===== src/rtl/serial_sub_pkg.sv =====
// serial_sub_pkg: shared state encoding and sizing helpers for the bit-serial subtractor
package serial_sub_pkg;

    typedef enum logic [1:0] {IDLE, RUN, DONE} sub_state_t;

    localparam int SUB_WIDTH = 4;
    localparam int SUB_CNT_W = $clog2(SUB_WIDTH);

    function automatic int sub_cnt_width(input int width);
        return (width > 2) ? $clog2(width) : 1;
    endfunction

endpackage


===== src/rtl/full_adder_1bit.sv =====
// full_adder_1bit: single-bit full adder cell
module full_adder_1bit (
    input  logic a,
    input  logic b,
    input  logic cin,
    output logic s,
    output logic cout
);

    assign s    = a ^ b ^ cin;
    assign cout = (a & b) | (a & cin) | (b & cin);

endmodule


===== src/rtl/serial_subtractor.sv =====
// serial_subtractor: bit-serial a - b, LSB first, through one full-adder cell (b inverted, carry seeded 1)
module serial_subtractor
    import serial_sub_pkg::*;
#(
    parameter int WIDTH = SUB_WIDTH
) (
    input  logic             clk,
    input  logic             rst_n,
    input  logic             start,
    input  logic [WIDTH-1:0] a,
    input  logic [WIDTH-1:0] b,
    output logic             busy,
    output logic             done,
    output logic [WIDTH-1:0] diff,
    output logic             borrow,
    output logic             overflow,
    output logic             zero
);

    localparam int CW = sub_cnt_width(WIDTH);

    sub_state_t       state_q, state_d;
    logic [WIDTH-1:0] sa_q, sa_d, sb_q, sb_d, sr_q, sr_d, diff_q, diff_d;
    logic [CW-1:0]    count_q, count_d;
    logic             carry_q, carry_d;
    logic             borrow_q, borrow_d, overflow_q, overflow_d, zero_q, zero_d;
    logic             s, cout, last;
    logic [WIDTH-1:0] final_diff;

    full_adder_1bit u_fa (
        .a   (sa_q[0]),
        .b   (~sb_q[0]),
        .cin (carry_q),
        .s   (s),
        .cout(cout)
    );

    assign last       = (count_q == CW'(WIDTH - 1));
    assign final_diff = {s, sr_q[WIDTH-1:1]};

    always_comb begin
        state_d    = state_q;
        sa_d       = sa_q;
        sb_d       = sb_q;
        sr_d       = sr_q;
        count_d    = count_q;
        carry_d    = carry_q;
        diff_d     = diff_q;
        borrow_d   = borrow_q;
        overflow_d = overflow_q;
        zero_d     = zero_q;
        case (state_q)
            IDLE: if (start) begin
                state_d = RUN;
                sa_d    = a;
                sb_d    = b;
                carry_d = 1'b1;
                count_d = '0;
            end
            RUN: begin
                sr_d    = final_diff;
                sa_d    = {1'b0, sa_q[WIDTH-1:1]};
                sb_d    = {1'b0, sb_q[WIDTH-1:1]};
                carry_d = cout;
                count_d = count_q + 1'b1;
                // On the MSB step sa_q[0]/sb_q[0] still hold the operand sign bits
                if (last) begin
                    state_d    = DONE;
                    diff_d     = final_diff;
                    borrow_d   = ~cout;
                    overflow_d = (sa_q[0] != sb_q[0]) && (s != sa_q[0]);
                    zero_d     = (final_diff == '0);
                end
            end
            default: state_d = IDLE;
        endcase
    end

    always_ff @(posedge clk or negedge rst_n) begin
        if (!rst_n) begin
            state_q    <= IDLE;
            sa_q       <= '0;
            sb_q       <= '0;
            sr_q       <= '0;
            count_q    <= '0;
            carry_q    <= 1'b0;
            diff_q     <= '0;
            borrow_q   <= 1'b0;
            overflow_q <= 1'b0;
            zero_q     <= 1'b0;
        end else begin
            state_q    <= state_d;
            sa_q       <= sa_d;
            sb_q       <= sb_d;
            sr_q       <= sr_d;
            count_q    <= count_d;
            carry_q    <= carry_d;
            diff_q     <= diff_d;
            borrow_q   <= borrow_d;
            overflow_q <= overflow_d;
            zero_q     <= zero_d;
        end
    end

    assign busy     = (state_q == RUN);
    assign done     = (state_q == DONE);
    assign diff     = diff_q;
    assign borrow   = borrow_q;
    assign overflow = overflow_q;
    assign zero     = zero_q;

endmodule


===== config.mk =====
export PLATFORM = sky130hd
export DESIGN_NAME = serial_subtractor
export DESIGN_NICKNAME = d
export VERILOG_FILES = /design/src/rtl/serial_sub_pkg.sv /design/src/rtl/full_adder_1bit.sv /design/src/rtl/serial_subtractor.sv
export SDC_FILE = /design/constraint.sdc
export NUM_CORES = 1
export LEC_CHECK = 0
export CORE_MARGIN = 1
export CORE_UTILIZATION = 53
export DETAILED_ROUTE_END_ITERATION = 16
export GPL_ROUTABILITY_DRIVEN = 0
export GPL_TIMING_DRIVEN = 0
export PLACE_DENSITY = 0.86
export SLEW_MARGIN = 20
export SYNTH_ARGS = -nofsm -noshare
export SYNTH_HDL_FRONTEND = slang
export SYNTH_SLANG_ARGS = --single-unit

===== constraint.sdc =====
create_clock -name clk -period 4.2 [get_ports clk]
set_clock_uncertainty 0.1 [all_clocks]
set_input_delay 1.26 -clock clk [delete_from_list [all_inputs] [get_ports clk]]
set_output_delay 1.26 -clock clk [all_outputs]
set_load 0.1 [all_outputs]

==> results of run 1 <==
flip-flops by register name (all words and copies together) (netlist names), 2 cells and up:
signal   flops
state_q      2
count_q      2
sb_q         4
sa_q         4
sr_q         3
diff         4
worst max-delay path: stages (launching register included):
cell	delay (ns)
dfrtp_1	0.39
buf_6	0.13
nand2b_1	0.15
inv_1	0.16
clkdlybuf4s50_1	1.16
worst paths after layout:
kind,startpoint,end,cells after the start
min in group asynchronous,rst_n,sb_q[1]$_DFFE_PN0P_,1
hold / removal,count_q[0]$_DFFE_PN0P_,count_q[0]$_DFFE_PN0P_,1
hold reg to reg,count_q[0]$_DFFE_PN0P_,count_q[0]$_DFFE_PN0P_,1
max in group asynchronous,rst_n,sr_q[3]$_DFFE_PN0P_,1
setup / recovery,state_q[1]$_DFFE_PN0P_,busy,4
setup reg to reg,sb_q[0]$_DFFE_PN0P_,zero$_DFFE_PN0P_,4
per-stage QoR:
stage / util / area [um^2] / instances
after detailed placement: 0.6993 / 1234 / 139
after global routing: 0.7113 / 1255 / 143
after floorplan: - / 1022 / 96
final: 0.7113 / 1255 / 143
after CTS: 0.7142 / 1260 / 143
after global placement: 0.6993 / 1234 / 139
final cells by class:
type                            count  area (um^2)
Tap cell                           25        31.28
Fill cell                         145        509.2
Multi-Input combinational cell     64        395.4
Sequential cell                    23        575.6
Clock buffer                        4        26.28
Timing Repair Buffer               18        175.2
Buffer                              4        32.53
Inverter                            5        18.77
layer usage:
metal | GRT usage | vias to the layer above | wire (um)
li1 | - | 377 | -
met1 | 0.2894 | 379 | 901
met2 | 0.3324 | 15 | 844
met3 | 0.04762 | 7 | 58
met4 | 0.1294 | 0 | 61
met5 | 0 | - | 0
cell families (layout without fill, tap and decap cells):
kind of cell / Yosys count / count (layout) / share of synthesized area
and+or+nand+nor: 27 / 27 / 0.1163
buffers and inverters: 9 / 31 / 0.05018
adders and majority gates: 3 / 3 / 0.04406
xor gates and xnor gates: 1 / 1 / 0.008569
DFF: 23 / 23 / 0.5630
AOI/OAI and AO/OA: 29 / 29 / 0.1628
muxes: 4 / 4 / 0.05508
cell usage in the layout (no fill, tap or decap), drive strengths merged:
cell	instances
dfrtp	23
clkdlybuf4s50	17
nand2	16
o22ai	12
a21oi	8
o21ai	7
inv	5
nor2	5
buf	5
mux2	4
clkbuf	4
nand2b	2
nor2b	2
ha	2
nand3b	1
o22a	1
xnor2	1
o31ai	1
or4	1
fa	1
==> flow_summary.json, run 1 <==
{
  "status": "finished, final reports clean",
  "grt_usage": 0.2202,
  "synth.largest_area_cell": "dfrtp_1",
  "core_area_um2": 1764,
  "ys_types": 20,
  "io_buffers": 18,
  "first_pass_iters": 4,
  "synth.most_common_cell": "dfrtp_1",
  "dieArea_um2": 2108,
  "drc": 0,
  "clk_path_buf_depth": 2,
  "timing.final.ws_setup_ns": 0.5388,
  "netlist_instances": 96,
  "hold_class": "flip-flop to flip-flop",
  "synth_nets": 110,
  "cts_made_buffers": 3,
  "end_kind": "output port",
  "finalSetupViolCount": 0,
  "critPathLaunchType": "flip-flop",
  "worst_pin_slew_ns": 0.9603,
  "reg2reg_slack_ns": 2.32,
  "path_class": "flip-flop to output port",
  "via_per_inst": 5.441,
  "slew_violations": 0,
  "dp_slack_ns": 0.8873,
  "seq_area_frac_synth": 0.5630,
  "rsz0062_at_grt": "no",
  "grt_pass1_vias": 748,
  "post_cts_resized": 0,
  "cts_num_sinks": 23,
  "post_cts_buffers": 0,
  "synth_seq_cells": 23,
  "die_h_um": 45.92,
  "gr-total-overflow": 0,
  "htreeDepth": 1,
  "tns_ns": 0,
  "critPathMaxFanout": 10,
  "maxCapViolCount": 0,
  "hpwl_um": 1325,
  "layout-drive-gt1-share": 0.1017,
  "ctsHoldBuffers": 0,
  "worstPathRequired_ns": 2.84,
  "maxSlewHeadroom": 0.3578,
  "cts_root_buffer": "clkbuf_4",
  "hold_ws_ns": 0.3963,
  "syn_area_um2": 1022,
  "cp.arrival_ns": 2.30,
  "fin_nets": 133,
  "cts.clk_slew.worst_paths_ns": 0.11,
  "hold_violations": 0,
  "grt_start_max_net_pins": 24,
  "die_x_um": 45.92,
  "final_antenna_net_count": 0,
  "drt_iter0_drc": 9,
  "avgRoutedWirePerCell_um": 13.05,
  "cts_tree": "done",
  "start_util": 0.5794,
  "synth.top_cell.area_share": 0.5630,
  "yosysWarnings": 0,
  "drt_wl_total_um": 1866,
  "io_pins": 20,
  "vias": 778,
  "finalCriticalPeriod_ns": 3.661,
  "synth_area_per_cell_um2": 10.65,
  "areaGrowthSynthToFinish_pct": 22.77,
  "fin_crit_sh": 0.8717,
  "fmax_ghz": 0.2731,
  "synth_common_cells": "23 x dfrtp_1, 16 x nand2_1, 12 x o22ai_1, 8 x a21oi_1, 7 x o21ai_0",
  "rows": 15,
  "antenna_found_initial": 0,
  "clock_latency_ns": 0.31,
  "synth.area.top_cells": "dfrtp_1 56%, o22ai_1 7.3%, nand2_1 5.9%, mux2_4 4.4%, a21oi_1 3.9%",
  "antenna_cells": 0,
  "async_reset_ff_frac": 1.000,
  "synth_edf_count": 0,
  "synth_flop_cell": "dfrtp_1",
  "grt_pass1_wl_um": 3236
}
Power of run 1 is not shown: default switching activity piles up to over one toggle a cycle in this logic, so the estimate is an artifact.
==> run 2: changes to the inputs <==
--- a/config.mk
+++ b/config.mk
@@ -7,6 +7,7 @@
 export LEC_CHECK = 0
 export CORE_MARGIN = 1
 export CORE_UTILIZATION = 53
+export CTS_CLUSTER_DIAMETER = 40
 export DETAILED_ROUTE_END_ITERATION = 16
 export GPL_ROUTABILITY_DRIVEN = 0
 export GPL_TIMING_DRIVEN = 0
==> results of run 2 <==
The final DEF is identical to that of run 1; final timing and power are the same.
Power of run 2 is left out for the same reason.
